===== src/rtl/multicycle_ctrl_pkg.sv =====
// Shared types and encodings for the LEGv8 multi-cycle control sequencer.
// Latency: n/a (types, constants and a pure helper function only).
// Backpressure: n/a.
package multicycle_ctrl_pkg;

    typedef enum logic [2:0] {
        S_FETCH  = 3'd0,
        S_DECODE = 3'd1,
        S_EXEC   = 3'd2,
        S_MEM    = 3'd3,
        S_WB     = 3'd4,
        S_HALT   = 3'd5
    } state_t;

    typedef enum logic [3:0] {
        CL_RTYPE   = 4'd0,
        CL_ITYPE   = 4'd1,
        CL_LOAD    = 4'd2,
        CL_STORE   = 4'd3,
        CL_CBZ     = 4'd4,
        CL_CBNZ    = 4'd5,
        CL_B       = 4'd6,
        CL_BCOND   = 4'd7,
        CL_BL      = 4'd8,
        CL_MOVZ    = 4'd9,
        CL_MOVK    = 4'd10,
        CL_ILLEGAL = 4'd11
    } inst_class_t;

    // ALU operation class
    localparam logic [1:0] ALU_ADD   = 2'b00;
    localparam logic [1:0] ALU_PASSB = 2'b01;
    localparam logic [1:0] ALU_RTYPE = 2'b10;
    localparam logic [1:0] ALU_ITYPE = 2'b11;

    // Branch type handed to the PCSrc logic
    localparam logic [2:0] BR_NONE  = 3'b000;
    localparam logic [2:0] BR_CBZ   = 3'b001;
    localparam logic [2:0] BR_CBNZ  = 3'b010;
    localparam logic [2:0] BR_B     = 3'b011;
    localparam logic [2:0] BR_BCOND = 3'b100;
    localparam logic [2:0] BR_BL    = 3'b101;

    // Write-back source
    localparam logic [1:0] WB_ALU  = 2'b00;
    localparam logic [1:0] WB_MEM  = 2'b01;
    localparam logic [1:0] WB_PC   = 2'b10;
    localparam logic [1:0] WB_MOVK = 2'b11;

    // 11-bit opcodes (inst[31:21]); the masks mark which bits are significant
    localparam logic [10:0] OP_ADD   = 11'h458;
    localparam logic [10:0] OP_ADDS  = 11'h558;
    localparam logic [10:0] OP_SUB   = 11'h658;
    localparam logic [10:0] OP_SUBS  = 11'h758;
    localparam logic [10:0] OP_AND   = 11'h450;
    localparam logic [10:0] OP_ANDS  = 11'h750;
    localparam logic [10:0] OP_ORR   = 11'h550;
    localparam logic [10:0] OP_EOR   = 11'h650;
    localparam logic [10:0] OP_LSL   = 11'h69B;
    localparam logic [10:0] OP_LSR   = 11'h69A;
    localparam logic [10:0] OP_LDUR  = 11'h7C2;
    localparam logic [10:0] OP_STUR  = 11'h7C0;

    localparam logic [10:0] MASK_I   = 11'h7FE;
    localparam logic [10:0] OP_ADDI  = 11'h488;
    localparam logic [10:0] OP_ADDIS = 11'h588;
    localparam logic [10:0] OP_SUBI  = 11'h688;
    localparam logic [10:0] OP_SUBIS = 11'h788;
    localparam logic [10:0] OP_ANDI  = 11'h490;
    localparam logic [10:0] OP_ANDIS = 11'h790;
    localparam logic [10:0] OP_ORRI  = 11'h590;
    localparam logic [10:0] OP_EORI  = 11'h690;

    localparam logic [10:0] MASK_CB  = 11'h7F8;
    localparam logic [10:0] OP_CBZ   = 11'h5A0;
    localparam logic [10:0] OP_CBNZ  = 11'h5A8;
    localparam logic [10:0] OP_BCOND = 11'h2A0;

    localparam logic [10:0] MASK_B   = 11'h7E0;
    localparam logic [10:0] OP_B     = 11'h0A0;
    localparam logic [10:0] OP_BL    = 11'h4A0;

    localparam logic [10:0] MASK_MOV = 11'h7FC;
    localparam logic [10:0] OP_MOVZ  = 11'h694;
    localparam logic [10:0] OP_MOVK  = 11'h794;

    // True when the significant bits of op equal the pattern
    function automatic logic op_match(input logic [10:0] op,
                                      input logic [10:0] val,
                                      input logic [10:0] care);
        return (op & care) == val;
    endfunction

endpackage


===== src/rtl/multicycle_ctrl_inst_classifier.sv =====
// Maps the 11-bit LEGv8 opcode field to an instruction class plus a flag-setting bit.
// Latency: purely combinational.
// Backpressure: none; output follows the opcode.
module multicycle_ctrl_inst_classifier
    import multicycle_ctrl_pkg::*;
(
    input  logic [10:0] opcode,
    output inst_class_t cls,
    output logic        set_flags
);

    // Priority-free decode: the opcode patterns are mutually exclusive
    always_comb begin
        cls       = CL_ILLEGAL;
        set_flags = 1'b0;
        if (opcode == OP_ADD || opcode == OP_SUB || opcode == OP_AND ||
            opcode == OP_ANDS || opcode == OP_ORR || opcode == OP_EOR ||
            opcode == OP_LSL || opcode == OP_LSR) begin
            cls = CL_RTYPE;
        end else if (opcode == OP_ADDS || opcode == OP_SUBS) begin
            cls       = CL_RTYPE;
            set_flags = 1'b1;
        end else if (op_match(opcode, OP_ADDIS, MASK_I) ||
                     op_match(opcode, OP_SUBIS, MASK_I)) begin
            cls       = CL_ITYPE;
            set_flags = 1'b1;
        end else if (op_match(opcode, OP_ADDI, MASK_I) || op_match(opcode, OP_SUBI, MASK_I) ||
                     op_match(opcode, OP_ANDI, MASK_I) || op_match(opcode, OP_ANDIS, MASK_I) ||
                     op_match(opcode, OP_ORRI, MASK_I) || op_match(opcode, OP_EORI, MASK_I)) begin
            cls = CL_ITYPE;
        end else if (opcode == OP_LDUR) begin
            cls = CL_LOAD;
        end else if (opcode == OP_STUR) begin
            cls = CL_STORE;
        end else if (op_match(opcode, OP_CBZ, MASK_CB)) begin
            cls = CL_CBZ;
        end else if (op_match(opcode, OP_CBNZ, MASK_CB)) begin
            cls = CL_CBNZ;
        end else if (op_match(opcode, OP_BCOND, MASK_CB)) begin
            cls = CL_BCOND;
        end else if (op_match(opcode, OP_B, MASK_B)) begin
            cls = CL_B;
        end else if (op_match(opcode, OP_BL, MASK_B)) begin
            cls = CL_BL;
        end else if (op_match(opcode, OP_MOVZ, MASK_MOV)) begin
            cls = CL_MOVZ;
        end else if (op_match(opcode, OP_MOVK, MASK_MOV)) begin
            cls = CL_MOVK;
        end
    end

endmodule


===== src/rtl/multicycle_ctrl.sv =====
// Moore control sequencer stepping LEGv8 instructions through FETCH/DECODE/EXEC/MEM/WB.
// Latency: branch 3, R/I/MOV 4, STUR 4 (+MEM wait), LDUR 5 (+MEM wait) cycles from FETCH.
// Backpressure: waits in FETCH for inst_valid and in MEM for mem_ack (bounded by MEM_TIMEOUT).
module multicycle_ctrl
    import multicycle_ctrl_pkg::*;
#(
    parameter int MEM_TIMEOUT = 16,
    parameter int CNT_W       = 32
) (
    input  logic             clk,
    input  logic             rst,
    input  logic             inst_valid,
    input  logic [31:0]      inst,
    input  logic             mem_ack,
    output logic             RegWrite,
    output logic             Reg2Loc,
    output logic             WRegLoc,
    output logic [1:0]       ALUOp,
    output logic             ALUSrc,
    output logic [2:0]       BranchOp,
    output logic             SregUp,
    output logic             MemRead,
    output logic             MemWrite,
    output logic [1:0]       MemtoReg,
    output logic             ir_we,
    output logic             pc_we,
    output logic             busy,
    output logic             halted,
    output logic             illegal,
    output logic             mem_err,
    output logic [CNT_W-1:0] retired_cnt
);

    localparam int TW = $clog2(MEM_TIMEOUT) + 1;

    state_t      state, state_nx;
    inst_class_t cls_d, cls_q;
    logic        setf_d, setf_q;
    logic [TW-1:0] tcnt;
    logic        mem_last;
    logic        unused_inst_bits;

    // Only the opcode field matters to control; operand fields belong to the datapath
    assign unused_inst_bits = ^inst[20:0];

    multicycle_ctrl_inst_classifier u_inst_classifier (
        .opcode    (inst[31:21]),
        .cls       (cls_d),
        .set_flags (setf_d)
    );

    // Final permitted MEM cycle: no ack here means the access has timed out
    assign mem_last = (tcnt == TW'(MEM_TIMEOUT - 1));

    // State register
    always_ff @(posedge clk or posedge rst) begin
        if (rst) state <= S_FETCH;
        else     state <= state_nx;
    end

    // Next-state logic
    always_comb begin
        state_nx = state;
        case (state)
            S_FETCH:  if (inst_valid) state_nx = S_DECODE;
            S_DECODE: state_nx = (cls_q == CL_ILLEGAL) ? S_HALT : S_EXEC;
            S_EXEC: begin
                case (cls_q)
                    CL_B, CL_BCOND, CL_CBZ, CL_CBNZ: state_nx = S_FETCH;
                    CL_LOAD, CL_STORE:               state_nx = S_MEM;
                    default:                         state_nx = S_WB;
                endcase
            end
            S_MEM: begin
                if (mem_ack)       state_nx = (cls_q == CL_LOAD) ? S_WB : S_FETCH;
                else if (mem_last) state_nx = S_HALT;
            end
            S_WB:     state_nx = S_FETCH;
            S_HALT:   state_nx = S_HALT;
            default:  state_nx = S_FETCH;
        endcase
    end

    // Class is captured together with the IR so no output ever sees inst combinationally
    always_ff @(posedge clk or posedge rst) begin
        if (rst) begin
            cls_q  <= CL_ILLEGAL;
            setf_q <= 1'b0;
            tcnt   <= '0;
        end else begin
            if (state == S_FETCH && inst_valid) begin
                cls_q  <= cls_d;
                setf_q <= setf_d;
            end
            tcnt <= (state == S_MEM && state_nx == S_MEM) ? tcnt + TW'(1) : '0;
        end
    end

    // Sticky error flags and retired-instruction counter (every pc_we is a retire)
    always_ff @(posedge clk or posedge rst) begin
        if (rst) begin
            illegal     <= 1'b0;
            mem_err     <= 1'b0;
            retired_cnt <= '0;
        end else begin
            if (state == S_DECODE && cls_q == CL_ILLEGAL) illegal <= 1'b1;
            if (state == S_MEM && !mem_ack && mem_last)   mem_err <= 1'b1;
            if (pc_we) retired_cnt <= retired_cnt + CNT_W'(1);
        end
    end

    // Control outputs from registered state and class
    always_comb begin
        RegWrite = 1'b0;
        Reg2Loc  = 1'b0;
        WRegLoc  = 1'b0;
        ALUOp    = ALU_ADD;
        ALUSrc   = 1'b0;
        BranchOp = BR_NONE;
        SregUp   = 1'b0;
        MemRead  = 1'b0;
        MemWrite = 1'b0;
        MemtoReg = WB_ALU;
        pc_we    = 1'b0;
        ir_we    = (state == S_FETCH) && inst_valid && !rst;
        busy     = (state != S_FETCH) && (state != S_HALT);
        halted   = (state == S_HALT);

        if (state inside {S_DECODE, S_EXEC, S_MEM, S_WB})
            Reg2Loc = cls_q inside {CL_STORE, CL_CBZ, CL_CBNZ, CL_MOVK};

        if (state inside {S_EXEC, S_MEM, S_WB}) begin
            case (cls_q)
                CL_RTYPE:          ALUOp = ALU_RTYPE;
                CL_ITYPE,
                CL_MOVZ, CL_MOVK:  begin ALUOp = ALU_ITYPE; ALUSrc = 1'b1; end
                CL_LOAD, CL_STORE: begin ALUOp = ALU_ADD;   ALUSrc = 1'b1; end
                CL_CBZ:            begin ALUOp = ALU_PASSB; BranchOp = BR_CBZ;  end
                CL_CBNZ:           begin ALUOp = ALU_PASSB; BranchOp = BR_CBNZ; end
                CL_B:              BranchOp = BR_B;
                CL_BCOND:          BranchOp = BR_BCOND;
                CL_BL:             BranchOp = BR_BL;
                default:           ALUOp = ALU_ADD;
            endcase
        end

        case (state)
            S_EXEC: begin
                SregUp = setf_q;
                pc_we  = cls_q inside {CL_B, CL_BCOND, CL_CBZ, CL_CBNZ};
            end
            S_MEM: begin
                MemRead  = (cls_q == CL_LOAD);
                MemWrite = (cls_q == CL_STORE);
                pc_we    = mem_ack && (cls_q == CL_STORE);
            end
            S_WB: begin
                RegWrite = 1'b1;
                pc_we    = 1'b1;
                WRegLoc  = (cls_q == CL_BL);
                case (cls_q)
                    CL_LOAD: MemtoReg = WB_MEM;
                    CL_BL:   MemtoReg = WB_PC;
                    CL_MOVK: MemtoReg = WB_MOVK;
                    default: MemtoReg = WB_ALU;
                endcase
            end
            default: ;
        endcase
    end

endmodule


===== config.mk =====
export PLATFORM = sky130hd
export DESIGN_NAME = multicycle_ctrl
export DESIGN_NICKNAME = d
export VERILOG_FILES = /design/src/rtl/multicycle_ctrl_pkg.sv /design/src/rtl/multicycle_ctrl_inst_classifier.sv /design/src/rtl/multicycle_ctrl.sv
export SDC_FILE = /design/constraint.sdc
export NUM_CORES = 1
export LEC_CHECK = 0
export BUFFER_PORTS_ARGS = -buffer_cell sky130_fd_sc_hd__buf_2
export CORE_AREA = 2 2 68 86
export DETAILED_ROUTE_END_ITERATION = 12
export DIE_AREA = 0 0 70 88
export GPL_TIMING_DRIVEN = 0
export PLACE_DENSITY = 0.86
export SLEW_MARGIN = 20
export SYNTH_ARGS = -nofsm -noshare
export SYNTH_HDL_FRONTEND = slang
export SYNTH_SLANG_ARGS = --single-unit

===== constraint.sdc =====
create_clock -name clk -period 2.55 [get_ports clk]
set_clock_uncertainty 0.15 [all_clocks]
set_input_delay 0.1275 -clock clk [delete_from_list [all_inputs] [get_ports clk]]
set_output_delay 0.1275 -clock clk [all_outputs]
set_load 0.01 [all_outputs]

==> impl_metrics.py <==
metrics = {
    "run_status": {
        "outcome": "finished clean",
    },
    "sta": {
        "fmax_mhz": 444.0,
        "finalCritPeriodShare": 0.8833,
        "tns_ns": 0,
        "report.final.slew_viol_count": 0,
        "relSlewSlack": 0.6046,
        "fin_crit_ns": 2.252,
        "hold_viol_final": 0,
        "tightest_slew_ns": 0.5898,
        "rsz0062_at_grt": "false",
        "setup_viol": 0,
    },
    "finish": {
        "fin_nets": 387,
        "fillers": 470,
        "syn_to_final_growth_pct": 19.59,
        "multi_input_area_um2": 1384,
        "drive_gt1_frac": 0.2779,
        "diodes": 0,
        "regArea_um2": 1180,
    },
    "die": {
        "coreArea_um2": 5330,
        "row_count": 30,
        "ioPinCount": 88,
        "die_x_um": 70,
        "initial_core_util": 0.4986,
        "fp.dieArea_um2": 6160,
        "die_h_um": 88,
    },
    "synth": {
        "synthCells": 276,
        "synth_ff_type": "dfrtp_1",
        "ys_seq_area_frac": 0.4440,
        "syn_area_um2": 2658,
        "async_reset_ff_frac": 1.000,
        "synthDistinctLibCells": 57,
        "syn_avg_cell_area_um2": 9.629,
        "ys_top_cells_by_area": "dfrtp_1 41%, xnor2_1 7.6%, xor2_1 4.6%, nor2_1 4.0%, nand3_1 3.8%",
        "syn-num-nets": 315,
        "ys_seq_elements": 47,
        "yosysTopAreaCellShare": 0.4143,
        "synthTopCellsByCount": "44 x dfrtp_1, 28 x nor2_1, 25 x nand2_1",
        "synth-edff-count": 0,
        "synth.most_common_cell": "dfrtp_1",
        "yosysTopAreaCell": "dfrtp_1",
        "yosysWarnings": 0,
    },
    "drt": {
        "wl_mm": 5.788,
        "drcViolationCount": 0,
        "met2WireLength_mm": 2.938,
        "drtAntennaViolNets": 0,
        "wl_met1_mm": 2.497,
        "drt-vias-per-instance": 5.496,
        "dr.pass1.iters": 4,
        "highest_layer": "met4",
        "detail_route.wl_per_cell_um": 14.01,
        "wl_met3_um": 289,
        "num_vias": 2270,
        "drt_iter0_markers": 75,
    },
    "power": {
        "switching_share": 0.3750,
        "internal-power_mw": 1.416,
        "power_density_nw_per_um2": 713.0,
        "leakage_nw": 1.574,
        "p_switching_mw": 0.8496,
        "pwr-share-seq": 0.408,
        "p_total_mw": 2.266,
        "clkPwrFrac": 0.208,
        "pwr-share-comb": 0.384,
        "ir_drop_mv": 0.3975,
    },
    "clock_tree": {
        "numCtsBuffers": 5,
        "root_buffer": "clkbuf_8",
        "cts_tree": "yes",
        "cts_sinks": 47,
        "htree_levels": 2,
        "cts_hold_buffers": 1,
        "clk_path_buf_depth": 2,
        "post_cts_buffers": 0,
        "ctsResizeCount": 0,
        "path_clk_slew_ns": 0.09,
        "clock_latency_ns": 0.30,
    },
    "global_routing": {
        "grtUsageTotal": 0.1956,
        "grt_pass1_wl_mm": 9.777,
        "grt_max_degree": 34,
        "grt_remaining_overflow": 0,
        "antenna_found_initial": 0,
        "grt_pass1_vias": 2117,
    },
    "setup_path": {
        "crit_arrival_ns": 1.97,
        "slowest_stage": "dfstp_2",
        "worst_ep_required_time_ns": 2.27,
        "critical-path-top-delay-family": "buffers and inverters",
        "cp-end-kind": "output pin",
        "slowest_delay_ns": 0.55,
        "crit_chain": "clkbuf_1 > nor2_1 > a2111oi_0 > buf_2",
        "crit_type": "reg2out",
        "crit_fanout": 10,
        "crit_buf_inv": 2,
        "startpoint_type": "flop",
    },
    "place": {
        "dp_hpwl_mm": 4.409,
        "gp_congestion": 0.8449,
        "portBuffers": 63,
    },
    "worst_hold_path": {
        "min_path_type": "in2reg",
    },
    "flow_run": {
        "maxCapViolCount": 0,
    },
}
-- logic make-up after synthesis --
kind of cell    count (synthesis)  synth area share
simple gates                  134            0.2830
flops                          47            0.4440
xor+xnor                       37            0.1219
compound gates                 35           0.09746
buf+inv                        19           0.03531
fa+ha+maj                       3           0.01413
mux                             1          0.004237
-- routing by layer --
| layer | GRT usage | up-vias |
|---|---|---|
| met5 | 0 | - |
| met4 | 0.06469 | 0 |
| met3 | 0.04143 | 7 |
| met2 | 0.3541 | 69 |
| met1 | 0.2322 | 1082 |
| li1 | - | 1112 |
-- worst paths after layout --
path	startpoint	to	slack, ns	cells after the start
min reg2reg	tcnt[0]	tcnt[0]	0.31	1
min in group asynchronous	rst	setf_q	0.19	3
max in group asynchronous	rst	retired_cnt[29]	1.59	4
max	cls_q[1]	ALUSrc	0.30	4
max reg2reg	state[0]	retired_cnt[27]	0.48	9
min	mem_ack	state[0]	0.005	2
-- placed cells by master (no fill, tap or decap), types with 3 or more instances in the layout --
| cell type | instances |
|---|---|
| clkbuf_1 | 8 |
| dfrtp_1 | 44 |
| dfstp_2 | 3 |
| or3_1 | 3 |
| nand2b_1 | 4 |
| a21oi_1 | 8 |
| clkbuf_8 | 6 |
| inv_1 | 4 |
| nor2b_1 | 4 |
| nor2_1 | 28 |
| o21ai_0 | 5 |
| buf_2 | 65 |
| nor3_2 | 5 |
| nor3_1 | 6 |
| xnor2_1 | 23 |
| o2111ai_1 | 3 |
| nor4b_1 | 3 |
| ha_1 | 3 |
| nand2_1 | 25 |
| xor2_1 | 14 |
| and3_1 | 12 |
| nand4_1 | 5 |
| nand3_1 | 20 |
-- per-stage QoR --
stage	cell area [um2]	instances	utilization	setup WS, ns	hold slack (ns)
final	3178	413	0.5962	0.2976	0.005264
after global routing	3178	413	0.5962	0.09288	0.01581
after CTS	3178	413	0.5962	0.3016	0.003707
after detailed placement	3073	404	0.5765	0.5039	-0.01342
after global placement	3053	403	0.5728	0.5085	0.2942
after floorplan	2658	276	-	0.6261	0.1303
-- flip-flops by register name (all words and copies together) (netlist names) --
| register | flops |
|---|---|
| setf_q | 1 |
| mem_err | 1 |
| retired_cnt | 32 |
| state | 3 |
| tcnt | 5 |
| cls_q | 4 |
| illegal | 1 |
-- power by group through the flow --
stage               Sequential (mW)  Combinational (mW)  Clock (mW)
finish                        0.924               0.869       0.472
global route                  0.936               0.961       0.518
CTS                           0.923               0.870       0.488
detailed placement            0.936               0.865           0
global placement              0.931               0.839           0
floorplan                     0.938               0.605           0
-- final cells by class --
cell class / instances / share of cell area
inverters: 6 / 0.007480
plain buffers: 13 / 0.02205
repair buffers: 65 / 0.1087
multi-input cells: 210 / 0.4354
clock inverters: 1 / 0.002756
well taps: 64 / 0.02520
flip-flops and latches: 47 / 0.3713
clock buffers: 7 / 0.02717
(Power assumes the default switching activity.)
